===== config.mk =====
export PLATFORM = sky130hd
export DESIGN_NAME = cpu_clock_control
export DESIGN_NICKNAME = d
export VERILOG_FILES = /design/src/rtl/cpu_clock_control_pkg.sv /design/src/rtl/reset_synchronizer.sv /design/src/rtl/cpu_clock_control.sv
export SDC_FILE = /design/constraint.sdc
export NUM_CORES = 1
export LEC_CHECK = 0
export CAP_MARGIN = 20
export CORE_AREA = 2 2 68 70
export CTS_CLUSTER_SIZE = 16
export DETAILED_ROUTE_END_ITERATION = 6
export DIE_AREA = 0 0 70 72
export PLACE_DENSITY = 0.88
export SLEW_MARGIN = 20
export SYNTH_ARGS = -nofsm -noshare
export SYNTH_HDL_FRONTEND = slang
export SYNTH_HIERARCHICAL = 1
export SYNTH_SLANG_ARGS = --single-unit

===== constraint.sdc =====
create_clock -name clock -period 5.4 [get_ports clock]
set_clock_uncertainty 0.2 [all_clocks]
set_input_delay 1.08 -clock clock [delete_from_list [all_inputs] [get_ports clock]]
set_output_delay 1.08 -clock clock [all_outputs]
set_load 0.02 [all_outputs]

===== src/rtl/cpu_clock_control_pkg.sv =====
// Shared types and encodings for the CPU run-control block.
// State values are visible on the state port and decoded by monitors.
package cpu_clock_control_pkg;

  localparam int unsigned STATE_W    = 2;
  localparam int unsigned HOLD_CNT_W = 8;

  typedef enum logic [STATE_W-1:0] {
    CC_HOLD   = 2'd0,
    CC_IDLE   = 2'd1,
    CC_RUN    = 2'd2,
    CC_HALTED = 2'd3
  } cc_state_e;

endpackage


===== src/rtl/reset_synchronizer.sv =====
// Two-flop reset synchronizer: asynchronous assert, synchronous deassert.
module reset_synchronizer (
  input  logic clk,
  input  logic rst_n,
  output logic sync_rst_n
);

  logic meta_q;

  always_ff @(posedge clk or negedge rst_n) begin
    if (!rst_n) begin
      meta_q     <= 1'b0;
      sync_rst_n <= 1'b0;
    end else begin
      meta_q     <= 1'b1;
      sync_rst_n <= meta_q;
    end
  end

endmodule


===== src/rtl/cpu_clock_control.sv =====
// Run-control for the core: stretched core reset plus a registered clock
// enable implementing run, pause, single-step, halt and a cycle-budget timeout.
module cpu_clock_control
  import cpu_clock_control_pkg::*;
#(
  parameter int unsigned RESET_HOLD_CYCLES = 4,
  parameter int unsigned CYCLE_WIDTH       = 32,
  parameter int unsigned TIMEOUT_CYCLES    = 0
) (
  input  logic                   clock,
  input  logic                   reset_n,
  input  logic                   run_req,
  input  logic                   step_req,
  input  logic                   halt_req,
  input  logic                   halt_detect,
  output logic                   cpu_reset_n,
  output logic                   cpu_enable,
  output logic [STATE_W-1:0]     state,
  output logic [CYCLE_WIDTH-1:0] cycle_count,
  output logic                   timeout
);

  localparam logic [HOLD_CNT_W-1:0]  HOLD_LAST   = HOLD_CNT_W'(RESET_HOLD_CYCLES - 1);
  localparam logic [CYCLE_WIDTH-1:0] TIMEOUT_VAL = CYCLE_WIDTH'(TIMEOUT_CYCLES);
  localparam bit                     TIMEOUT_EN  = (TIMEOUT_CYCLES != 0);

  cc_state_e                 state_q;
  cc_state_e                 state_d;
  logic [HOLD_CNT_W-1:0]     hold_cnt_q;
  logic                      step_prev_q;
  logic                      sync_rst_n;
  logic                      step_edge;
  logic                      halt_cmd;
  logic                      timeout_hit;
  logic                      enable_d;
  logic                      timeout_d;
  logic [CYCLE_WIDTH-1:0]    cycle_inc;

  reset_synchronizer u_rst_sync (
    .clk        (clock),
    .rst_n      (reset_n),
    .sync_rst_n (sync_rst_n)
  );

  assign step_edge   = step_req & ~step_prev_q;
  assign halt_cmd    = halt_req | (halt_detect & cpu_enable);
  assign cycle_inc   = (cycle_count == '1) ? cycle_count : cycle_count + CYCLE_WIDTH'(1);
  // Budget fires on the enabled cycle that brings the count up to the limit.
  assign timeout_hit = TIMEOUT_EN && cpu_enable && (cycle_inc == TIMEOUT_VAL);

  // State register and registered outputs
  always_ff @(posedge clock or negedge reset_n) begin
    if (!reset_n) begin
      state_q     <= CC_HOLD;
      cpu_reset_n <= 1'b0;
      cpu_enable  <= 1'b0;
      timeout     <= 1'b0;
      cycle_count <= '0;
      hold_cnt_q  <= '0;
      step_prev_q <= 1'b0;
    end else begin
      state_q     <= state_d;
      cpu_reset_n <= (state_d != CC_HOLD);
      cpu_enable  <= enable_d;
      timeout     <= timeout_d;
      step_prev_q <= step_req;
      if (cpu_enable) begin
        cycle_count <= cycle_inc;
      end
      if (state_q == CC_HOLD && sync_rst_n) begin
        hold_cnt_q <= hold_cnt_q + HOLD_CNT_W'(1);
      end
    end
  end

  // Next-state logic
  always_comb begin
    state_d = state_q;
    case (state_q)
      CC_HOLD: begin
        if (sync_rst_n && hold_cnt_q == HOLD_LAST) begin
          state_d = CC_IDLE;
        end
      end
      CC_IDLE, CC_RUN: begin
        if (halt_cmd || timeout_hit) begin
          state_d = CC_HALTED;
        end else if (state_q == CC_IDLE && step_edge) begin
          state_d = CC_IDLE;
        end else if (run_req) begin
          state_d = CC_RUN;
        end else begin
          state_d = CC_IDLE;
        end
      end
      CC_HALTED: state_d = CC_HALTED;
      default:   state_d = CC_HOLD;
    endcase
  end

  // Next values for the registered enable and sticky timeout flag
  always_comb begin
    enable_d  = 1'b0;
    timeout_d = timeout;
    case (state_q)
      CC_IDLE: begin
        enable_d  = ~halt_cmd & ~timeout_hit & (step_edge | run_req);
        timeout_d = timeout | (~halt_cmd & timeout_hit);
      end
      CC_RUN: begin
        enable_d  = ~halt_cmd & ~timeout_hit & run_req;
        timeout_d = timeout | (~halt_cmd & timeout_hit);
      end
      default: begin
        enable_d  = 1'b0;
        timeout_d = timeout;
      end
    endcase
  end

  assign state = state_q;

endmodule


==> summary.txt <==
Die width: 70 um
Initial Util: 53.9%
Setup tns final: 0 ns
H-tree levels: 2
CP peak stage delay: 0.65 ns
LEAKAGE: 0.00123 uW
Resize count post-CTS: 0
DIE AREA: 0.00504 sq mm
Placed cell areas: 0.00275 sq mm
DR iter-0 viols: 132
Asr flop ratio synth: 100%
Syn Std Cell Area: 0.00230 sq mm
FMAX: 369 MHz
Post-synthesis sequential area ratio: 51.2%
Synth area leader: dfrtp_1
Vias: 1735
Synth top area cells: dfrtp_1 51%, xnor2_1 9.9%, ha_1 3.8%
Total Wirelength: 4.60 mm
Mapped Nets: 220
Row cnt: 24
Worst path slowest cell: clkdlybuf4s50_1
Worst path bufs/invs: 1
Period utilization: 50.2%
Critical path class: reg2out
Diode count: 0
Worst vdd ir: 0.223 mV
Largest net degree at the start of global routing: 48
Most common cell in the netlist: dfrtp_1
Post-CTS setup buffer count: 0
CP arrival: 1.43 ns
Synth top cells by count: 47 x dfrtp_1, 26 x xnor2_1, 20 x nand2_1
Area Overhead vs Synth: 23.3%
Chip height: 72 um
Fill cells: 324
CTS root buffer: clkbuf_8
Post-synth cell types: 38
Crit-path leading delay family: buffers and inverters
Final Instance Area: 0.00283 sq mm
Synth top area share: 51.2%
RSZ-0062 raised after global routing: false
Antenna violations before repair: 0
Post-synth EDFFs: 0
Post-detail-place hpwl: 3.36 mm
CP max FO: 5
Synth Flop Type: dfrtp_1
Routed wire per std cell: 15.0 um
Final Wtd Congestion: 0.826
Status: completed
Input/output buffers: 41
CTS Buf Count: 5
Final Hold Viols: 0
Gr ovfl total: 0
Worst-path clk slew: 0.08 ns
Layout cells sized above 1: 6.69%
First-pass GRT wire length: 7.82 mm
Hold Path Class: reg2reg
Total GRT Usage: 19.6%
Final Max Slew Viols: 0
Post-DRT Antenna Nets: 0
WP data required: 4.12 ns
Fin util: 66.4%
Detailed Routing Iterations Pass 1: 4
Core Area: 0.00426 sq mm
Period minus WS final: 2.71 ns
Hold_buf cts: 0
Vias/cell: 5.67
Startpoint Class: flop
Clock Latency Late Sink: 0.30 ns
Slew @ Worst Pin: 0.574 ns
Area of the multi-input gates: 0.00108 sq mm
Synth Register Bits: 47
Clock Path Buffers: 2
CTS tree: done
Final setup fails: 0
Syn Area/Cell: 11.1 sq um
I/O pins: 43
Clock sinks: 47
Yosys warns: 6
Layout Nets: 266
# DRC: 0
Max-cap viol count: 0
Crit path cell chain: clkdlybuf4s50_1
Syn Inst Count: 207
Reg area: 0.00118 sq mm
PwrDens: 329 mW/mm^2
Worst relative slew slack: 61.8%
CP Capture Type: output port
Final Hold Slack: 0.166 ns
Vias in the first global route: 1700
-- area by class of cell --
class | instances | area share (%)
clock buffer | 7 | 2.69
timing repair buffer | 41 | 14.4
multi-input combinational | 151 | 38.0
clock inverter | 1 | 0.177
tap | 52 | 2.30
inverter | 7 | 0.928
sequential | 47 | 41.5
-- cell usage in the layout, fill, tap and decap left out, drive strengths merged, types with 7 or more instances in the layout --
cell type and n:
nor2 10, clkbuf 7, ha 7, nand2 20, xor2 10, nand4 15
nand3 14, and3 10, clkdlybuf4s50 40, xnor2 26, dfrtp 47, inv 7
-- routing by layer --
metal	GRT usage (%)	wire length, um	up-vias
li1	-	-	824
met1	25.9	2000	852
met2	32.0	2280	53
met3	4.31	249	6
met4	7.91	72	0
met5	0	0	-
-- final timing paths --
path | start | end | slack [ns] | cells after the start
max in group asynchronous | reset_n | cycle_count[22] | 4.03 | 1
min reg2reg | u_rst_sync/meta_q | u_rst_sync/sync_rst_n | 0.17 | 0
min | u_rst_sync/meta_q | u_rst_sync/sync_rst_n | 0.17 | 0
max reg2reg | cycle_count[0] | cycle_count[31] | 3.00 | 6
max | cpu_enable | cpu_enable | 2.69 | 1
min in group asynchronous | reset_n | cycle_count[29] | 0.58 | 1
-- where the power goes --
part           internal [uW]  switching [uW]  total (uW)
registers                398            58.3         456
logic                    129             146         274
clock network           90.9             109         200
-- state kept, by name (all words and copies together) (netlist names) --
name                   flops
step_prev_q                1
cpu_enable                 1
state                      2
cycle_count               32
hold_cnt_q                 8
u_rst_sync/sync_rst_n      1
cpu_reset_n                1
u_rst_sync/meta_q          1
-- through the flow --
| step | std cells | worst slack [ns] | power [uW] |
|---|---|---|---|
| after floorplan | 207 | 3.07 | 632 |
| after global placement | 298 | 3.00 | 723 |
| after detailed placement | 298 | 2.96 | 739 |
| after CTS | 306 | 2.66 | 938 |
| after global routing | 306 | 2.64 | 992 |
| final | 306 | 2.69 | 931 |
-- kinds of logic (layout without fill, tap and decap cells) --
| family | Yosys count | in the layout | share of synthesized area [%] |
|---|---|---|---|
| AND/OR/NAND/NOR | 88 | 88 | 22.1 |
| flip-flops | 47 | 47 | 51.2 |
| XOR/XNOR | 36 | 36 | 13.7 |
| AO/OA/AOI/OAI | 17 | 17 | 6.37 |
| buffers and inverters | 9 | 56 | 1.96 |
| adder cells (fa/ha/maj) | 7 | 7 | 3.81 |
| other | 2 | 2 | 0.327 |
| multiplexers | 1 | 1 | 0.490 |
(Power assumes the default switching activity.)
